==> config.mk <==
export PLATFORM = sky130hd
export DESIGN_NAME = imem_loader
export DESIGN_NICKNAME = d
export VERILOG_FILES = /design/src/rtl/imem_loader.sv
export SDC_FILE = /design/constraint.sdc
export NUM_CORES = 1
export LEC_CHECK = 0
export CAP_MARGIN = 20
export CORE_MARGIN = 4
export CORE_UTILIZATION = 32
export DETAILED_ROUTE_END_ITERATION = 10
export SLEW_MARGIN = 20
export SYNTH_ARGS = -nofsm -noshare
export SYNTH_HDL_FRONTEND = slang
export SYNTH_SLANG_ARGS = --single-unit
==> constraint.sdc <==
create_clock -name clk -period 2.7 [get_ports clk]
set_clock_uncertainty 0.2 [all_clocks]
set_input_delay 0.405 -clock clk [delete_from_list [all_inputs] [get_ports clk]]
set_output_delay 0.405 -clock clk [all_outputs]
set_load 0.01 [all_outputs]
==> src/rtl/imem_loader.sv <==
// -----------------------------------------------------------------------------
// imem_loader
//
// Streams an instruction image into the CPU instruction memory and keeps the
// core in reset until the whole image is written plus a settle interval.
//
// Ports:
//   clk         system clock, rising edge
//   rst         synchronous active-high reset
//   reload      single-cycle pulse: abandon whatever is going on, restart at word 0
//   s_valid     source presents a word on s_data
//   s_ready     loader accepts a word this cycle (combinational)
//   s_data      instruction word
//   s_last      s_data is the final word of the image
//   imem_we     instruction memory write strobe (registered)
//   imem_addr   word index into instruction memory (registered)
//   imem_wdata  write data (registered)
//   cpu_rst     reset to the CPU, active high (registered)
//   done        image loaded and CPU released (registered)
//   error       memory filled without seeing s_last (registered)
//   word_count  words written in the current load (registered)
// -----------------------------------------------------------------------------
module imem_loader #(
    parameter int DEPTH_WORDS = 256,
    parameter int ADDR_W      = 8,
    parameter int HOLD_CYCLES = 4
) (
    input  logic              clk,
    input  logic              rst,
    input  logic              reload,
    input  logic              s_valid,
    output logic              s_ready,
    input  logic [31:0]       s_data,
    input  logic              s_last,
    output logic              imem_we,
    output logic [ADDR_W-1:0] imem_addr,
    output logic [31:0]       imem_wdata,
    output logic              cpu_rst,
    output logic              done,
    output logic              error,
    output logic [ADDR_W:0]   word_count
);

    typedef enum logic [1:0] {
        ST_LOAD  = 2'd0,
        ST_HOLD  = 2'd1,
        ST_RUN   = 2'd2,
        ST_ERROR = 2'd3
    } state_t;

    localparam logic [ADDR_W-1:0] LAST_ADDR = ADDR_W'(DEPTH_WORDS - 1);
    localparam logic [3:0]        HOLD_INIT = 4'(HOLD_CYCLES);

    state_t              state_r;
    state_t              state_next_s;
    logic [3:0]          hold_cnt_r;
    logic [3:0]          hold_cnt_next_s;
    logic [ADDR_W-1:0]   wr_ptr_r;
    logic [ADDR_W:0]     word_count_r;
    logic                s_ready_s;
    logic                handshake_s;
    logic                imem_we_r;
    logic [ADDR_W-1:0]   imem_addr_r;
    logic [31:0]         imem_wdata_r;
    logic                cpu_rst_r;
    logic                done_r;
    logic                error_r;

    // Accept logic: only LOAD takes words, and never in a reset or reload cycle.
    always_comb begin
        s_ready_s = 1'b0;
        if (rst) begin
            s_ready_s = 1'b0;
        end else if (reload) begin
            s_ready_s = 1'b0;
        end else if (state_r == ST_LOAD) begin
            s_ready_s = 1'b1;
        end else begin
            s_ready_s = 1'b0;
        end
        handshake_s = s_valid && s_ready_s;
    end

    // Next-state and hold-counter logic; reload overrides every state.
    always_comb begin
        state_next_s    = state_r;
        hold_cnt_next_s = hold_cnt_r;
        if (reload) begin
            state_next_s    = ST_LOAD;
            hold_cnt_next_s = 4'd0;
        end else begin
            case (state_r)
                ST_LOAD: begin
                    // s_last wins over overflow: a terminated full image is legal.
                    if (handshake_s && s_last) begin
                        state_next_s    = ST_HOLD;
                        hold_cnt_next_s = HOLD_INIT;
                    end else if (handshake_s && (wr_ptr_r == LAST_ADDR)) begin
                        state_next_s    = ST_ERROR;
                        hold_cnt_next_s = 4'd0;
                    end else begin
                        state_next_s    = ST_LOAD;
                        hold_cnt_next_s = hold_cnt_r;
                    end
                end
                ST_HOLD: begin
                    // The cycle that sees 1 is the last HOLD cycle; <= guards a zero count.
                    if (hold_cnt_r <= 4'd1) begin
                        state_next_s    = ST_RUN;
                        hold_cnt_next_s = 4'd0;
                    end else begin
                        state_next_s    = ST_HOLD;
                        hold_cnt_next_s = hold_cnt_r - 4'd1;
                    end
                end
                ST_RUN: begin
                    state_next_s    = ST_RUN;
                    hold_cnt_next_s = 4'd0;
                end
                ST_ERROR: begin
                    state_next_s    = ST_ERROR;
                    hold_cnt_next_s = 4'd0;
                end
                default: begin
                    state_next_s    = ST_LOAD;
                    hold_cnt_next_s = 4'd0;
                end
            endcase
        end
    end

    // State and hold counter registers.
    always_ff @(posedge clk) begin
        if (rst) begin
            state_r    <= ST_LOAD;
            hold_cnt_r <= 4'd0;
        end else begin
            state_r    <= state_next_s;
            hold_cnt_r <= hold_cnt_next_s;
        end
    end

    // Write port, pointer/count and status registers.
    always_ff @(posedge clk) begin
        if (rst) begin
            imem_we_r    <= 1'b0;
            imem_addr_r  <= '0;
            imem_wdata_r <= 32'd0;
            wr_ptr_r     <= '0;
            word_count_r <= '0;
            cpu_rst_r    <= 1'b1;
            done_r       <= 1'b0;
            error_r      <= 1'b0;
        end else begin
            imem_we_r <= handshake_s;
            if (handshake_s) begin
                imem_addr_r  <= wr_ptr_r;
                imem_wdata_r <= s_data;
            end else begin
                imem_addr_r  <= imem_addr_r;
                imem_wdata_r <= imem_wdata_r;
            end
            // reload and handshake never coincide because s_ready drops on reload.
            if (reload) begin
                wr_ptr_r     <= '0;
                word_count_r <= '0;
            end else if (handshake_s) begin
                wr_ptr_r     <= wr_ptr_r + ADDR_W'(1);
                word_count_r <= word_count_r + (ADDR_W + 1)'(1);
            end else begin
                wr_ptr_r     <= wr_ptr_r;
                word_count_r <= word_count_r;
            end
            // Status follows the state being entered so it lines up with the final write.
            cpu_rst_r <= (state_next_s != ST_RUN);
            done_r    <= (state_next_s == ST_RUN);
            error_r   <= (state_next_s == ST_ERROR);
        end
    end

    assign s_ready    = s_ready_s;
    assign imem_we    = imem_we_r;
    assign imem_addr  = imem_addr_r;
    assign imem_wdata = imem_wdata_r;
    assign cpu_rst    = cpu_rst_r;
    assign done       = done_r;
    assign error      = error_r;
    assign word_count = word_count_r;

    imem_loader_checker u_checker (
        .clk     (clk),
        .rst     (rst),
        .s_ready (s_ready_s),
        .imem_we (imem_we_r),
        .cpu_rst (cpu_rst_r),
        .done    (done_r),
        .error   (error_r)
    );

endmodule

// -----------------------------------------------------------------------------
// imem_loader_checker
//
// Safety properties of the loader outputs: memory is never written while the
// CPU runs, and done/cpu_rst/error stay mutually consistent.
//
// Ports: clk, rst, and the loader's s_ready, imem_we, cpu_rst, done, error.
// -----------------------------------------------------------------------------
module imem_loader_checker (
    input logic clk,
    input logic rst,
    input logic s_ready,
    input logic imem_we,
    input logic cpu_rst,
    input logic done,
    input logic error
);

    a_no_write_while_running: assert property (
        @(posedge clk) disable iff (rst) imem_we |-> cpu_rst
    );

    a_done_is_release: assert property (
        @(posedge clk) disable iff (rst) done == !cpu_rst
    );

    a_done_error_exclusive: assert property (
        @(posedge clk) disable iff (rst) !(done && error)
    );

    a_ready_only_in_reset: assert property (
        @(posedge clk) disable iff (rst) s_ready |-> (cpu_rst && !done && !error)
    );

endmodule

# Yosys cells after proc, flatten, opt, wreduce, memory -nomap -nowiden
# Cells that the tools add are included.
# totals
register_bits	67
in_bits	37
wordCells	40
output_inout_bits	54
# classes
reduce_logical	6
eq_ne	8
muxes	12
n_addsub	3
order_cmp	1
# ops
cell	n
$mux W4	3
$pmux W4 S3	1
$add A9 B1 Y9 const B	1
$add A8 B1 Y8 const B	1
$eq A2 B2 Y1 const B	4
$eq A8 B8 Y1 const B	1
$mux W2	4
$pmux W2 S4	1
$le A4 B1 Y1 const B	1
$reduce_or A2 Y1	2
$sub A4 B1 Y4 const B	1
$logic_and A1 B1 Y1	3
$mux W1	3
$ne A3 B1 Y1 const B	1
$eq A2 B1 Y1 const B	1
$logic_not A2 Y1	1
$ne A2 B2 Y1 const B	1

# Longest topological paths before layout
# depth
depth_word	11
mapped_depth	7
ltp_nobuf	6

# Worst setup path before layout
# Ideal clock, no wire load.
# synth_timing
kind	input port to flip-flop
startpoint	input rst
endpoint	register word_count_r[5], in the netlist word_count[5]
path_stages	6
slack_ns	0.862
arrival_ns	1.522
n_path_buf	2
required_ns	2.384
setup_time_ns	0.116
path_cell_list	buf_2 -> or4_1 -> buf_2 -> nor2_4 -> a31oi_1 -> a41o_1
# synth_between
elab_chain_len	2
# synth_rtl
element	line	source
start, declared	29	input logic rst,
$mux W1	72	if (rst) begin
$logic_and A1 B1 Y1	81	handshake_s = s_valid && s_ready_s;
end signal, assigned	169	word_count_r <= word_count_r + (ADDR_W + 1)'(1);
end signal, assigned	172	word_count_r <= word_count_r;
end, declared	59	logic [ADDR_W:0] word_count_r;
# Parallel ways exist; a longest one is shown, timed or not.
# A chain may end at the register's enable or synchronous reset.

# Worst setup path after layout
# layout_timing
startpoint	input reload
endpoint	output s_ready
# layout_between
elab_chain_len	2
# layout_rtl
element	line	source
start, declared	30	input logic reload,
$mux W1	74	end else if (reload) begin
$mux W1	72	
end, declared	32	output logic s_ready,
# No other way between the ends.

==> results.cfg <==
[cts]
clk_root_buffer_cell = clkbuf_8
clockBufferDepth = 2
numCtsBuffers = 9
cts_tree = yes
postCtsSetupRepairBufs = 0
cts.sinks = 67
insertion_delay_ns = 0.33
htreeDepth = 3
clk_pin_slew_ns = 0.07
ctsResizeCount = 0
postCtsHoldBufs = 0

[drt]
drcViolationCount = 0
post_drt_via_cell_ratio = 4.71
first_pass_iters = 4
vias = 2411
avgRoutedWirePerCell_um = 12.9
ant_nets = 0
drt_iter0_markers = 50
routed_wl_um = 6630

[critical_path]
crit_path_end_kind = output port
worst_ep_required_time_ns = 2.10
r2r_setup_slack_ns = 0.67
crit_end = s_ready
crit_start = reload
crit_arrival_ns = 1.96
crit_type = in2out
r2r_end = done
r2r-start = wr_ptr_r[0]
r2r_cells = 5
cp-start-kind = primary input
cp_max_fo = 2

[cells_and_area]
utilization_pct = 48.6
area_delta_synth_final_pct = 45.8
finalNonFillerCells = 512
nets = 446
layout-drive-gt1-share_pct = 7.32
diodes = 0
final_area_sq_um = 3790
nFillCells = 799

[synth]
synth_top_area_share_pct = 51.5
yosysWarnings = 0
syn-instance-count = 312
synth-async-reset-ratio_pct = 0
synthTopCellsByArea = dfxtp_1, nand2_1, a21oi_1
synth_edf_count = 0
syn_nets = 353
syn_area_per_cell_sq_um = 8.34
synth_area_sq_um = 2600
synthDistinctLibCells = 43
seq_area_frac_synth_pct = 51.5
ys_ff_latch = 67
synth_top_cell_by_area = dfxtp_1
synth_top_flop_cell = dfxtp_1

[grt]
grt_pass1_vias = 2373
grt_use_met1_pct = 17.8
antenna_found_initial = 0
grt_max_degree = 42
grt_pass1_wl_um = 11300
grt_usage_pct = 14.2
grt.busiest_layer = met2
overflow = 0
gr-usage-met2_pct = 22.7
grt_use_met3_pct = 4.43

[sta]
post-route-period-util_pct = 94.8
hold_violations = 0
tightestPinTransition_ns = 0.456
period_needed_ns = 2.56
setup_tns_ns = 0
setup_viol_count_final = 0
drv_slew = 0
relSlewSlack_pct = 69.2
fin_ws_ns = 0.140
rsz0062_at_grt = no
fmax_ghz = 0.391

[floorplanning]
start_util_pct = 33.3
fp-row-count = 32
core_area_sq_um = 7810
io-pin-count = 91
die_y_um = 98.2
die_area_sq_um = 9640
die_x_um = 98.2

[placement]
dpl.cell_count = 496
place_hpwl_um = 4650
port_buffers = 90
placed_area_sq_um = 3630
gp_congestion = 0.825
post-place-ws_ns = 0.129

[pwr]
leakage_nw = 1.31
ir_drop_mv = 0.246
powerDensity_nw_per_um2 = 498

[run]
maxCapViolCount = 0

[worst_hold_path]
hold_path_class = reg2reg

[outcome]
status = completed
[flip-flops by register name, summed over array words and instances, names as in the netlist]
signal      flops
state_r         2
imem_addr       8
error           1
hold_cnt_r      4
done            1
word_count      9
imem_we         1
cpu_rst         1
imem_wdata     32
wr_ptr_r        8
[synthesized netlist by cell type (all sizes together) (2+ instances only)]
cell and count:
buf 7, dfxtp 67, a21oi 43, a41o 2
nor2 19, nand3 6, nand2 90, ha 4
inv 7, nor3 4, nor3b 4, xor2 3
clkbuf 9, o21ai 4, nor4 2, a31oi 3
a211o 2, and2 2, xnor2 9, or2 3
nand4 6
[stage by stage]
stage                     hold slack, ns  power (mW)
after CTS                          0.256        1.92
after global placement             0.242        1.22
after floorplan                    0.262        1.11
after global routing               0.275        1.99
after detailed placement           0.248        1.22
final                              0.255        1.89
[report_power, final]
group	internal [mW]	switching [mW]	leakage [nW]	total (mW)
clock	0.329	0.368	0.0791	0.697
combinational	0.0997	0.0781	0.687	0.178
sequential	1.01	0.00967	0.542	1.02
total	1.43	0.456	1.31	1.89
[layout by cell type, fill, tap and decap left out, types with 4 or more instances in the layout]
master	instances
buf_4	7
a21oi_1	43
clkbuf_8	9
inv_1	6
o21ai_0	4
clkdlybuf4s50_1	90
nand2_1	89
nand3_1	6
nand4_1	6
nor2_1	18
dfxtp_1	67
xnor2_1	9
nor3_1	4
ha_1	4
[critical path: stages]
cell and delay, ns:
clkdlybuf4s50_1 0.41, or4_1 0.54, inv_1 0.07, clkdlybuf4s50_1 0.53
[cell families (layout without fill, tap and decap cells)]
family / after synthesis / count (layout) / synth area share, %
AO/OA/AOI/OAI: 61 / 61 / 13.5
XOR/XNOR: 12 / 12 / 4.04
adder cells (fa/ha/maj): 4 / 4 / 1.92
buffers and inverters: 23 / 121 / 3.70
flip-flops: 67 / 67 / 51.5
multiplexers: 1 / 1 / 0.385
AND/OR/NAND/NOR: 144 / 144 / 25.0
[worst min-delay path by stage]
stage / from / end / slack, ns / depth (start not counted)
2_1_floorplan: wr_ptr_r[1] / imem_addr[1] / 0.26 / 2
3_3_place_gp: imem_wdata[29] / imem_wdata[29] / 0.24 / 2
3_5_place_dp: imem_wdata[7] / imem_wdata[7] / 0.25 / 2
4_1_cts: imem_wdata[7] / imem_wdata[7] / 0.26 / 2
5_1_grt: imem_wdata[7] / imem_wdata[7] / 0.28 / 2
6_report: imem_wdata[7] / imem_wdata[7] / 0.25 / 2
[per-layer routing]
| layer | vias up | share of wire, % |
|---|---|---|
| met5 | - | 0 |
| met4 | 0 | 1.8 |
| met3 | 10 | 6.7 |
| met2 | 59 | 47 |
| met1 | 1108 | 45 |
| li1 | 1234 | - |
[area by class of cell]
class | instances | area, sq um | share of cell area (%)
Clock buffer | 11 | 131 | 3.46
Clock inverter | 5 | 30.0 | 0.791
Inverter | 7 | 26.3 | 0.692
Multi-Input combinational cell | 222 | 1160 | 30.7
Sequential cell | 67 | 1340 | 35.3
Tap cell | 102 | 128 | 3.36
Timing Repair Buffer | 98 | 973 | 25.7
Power figures use the tool's default switching activity.
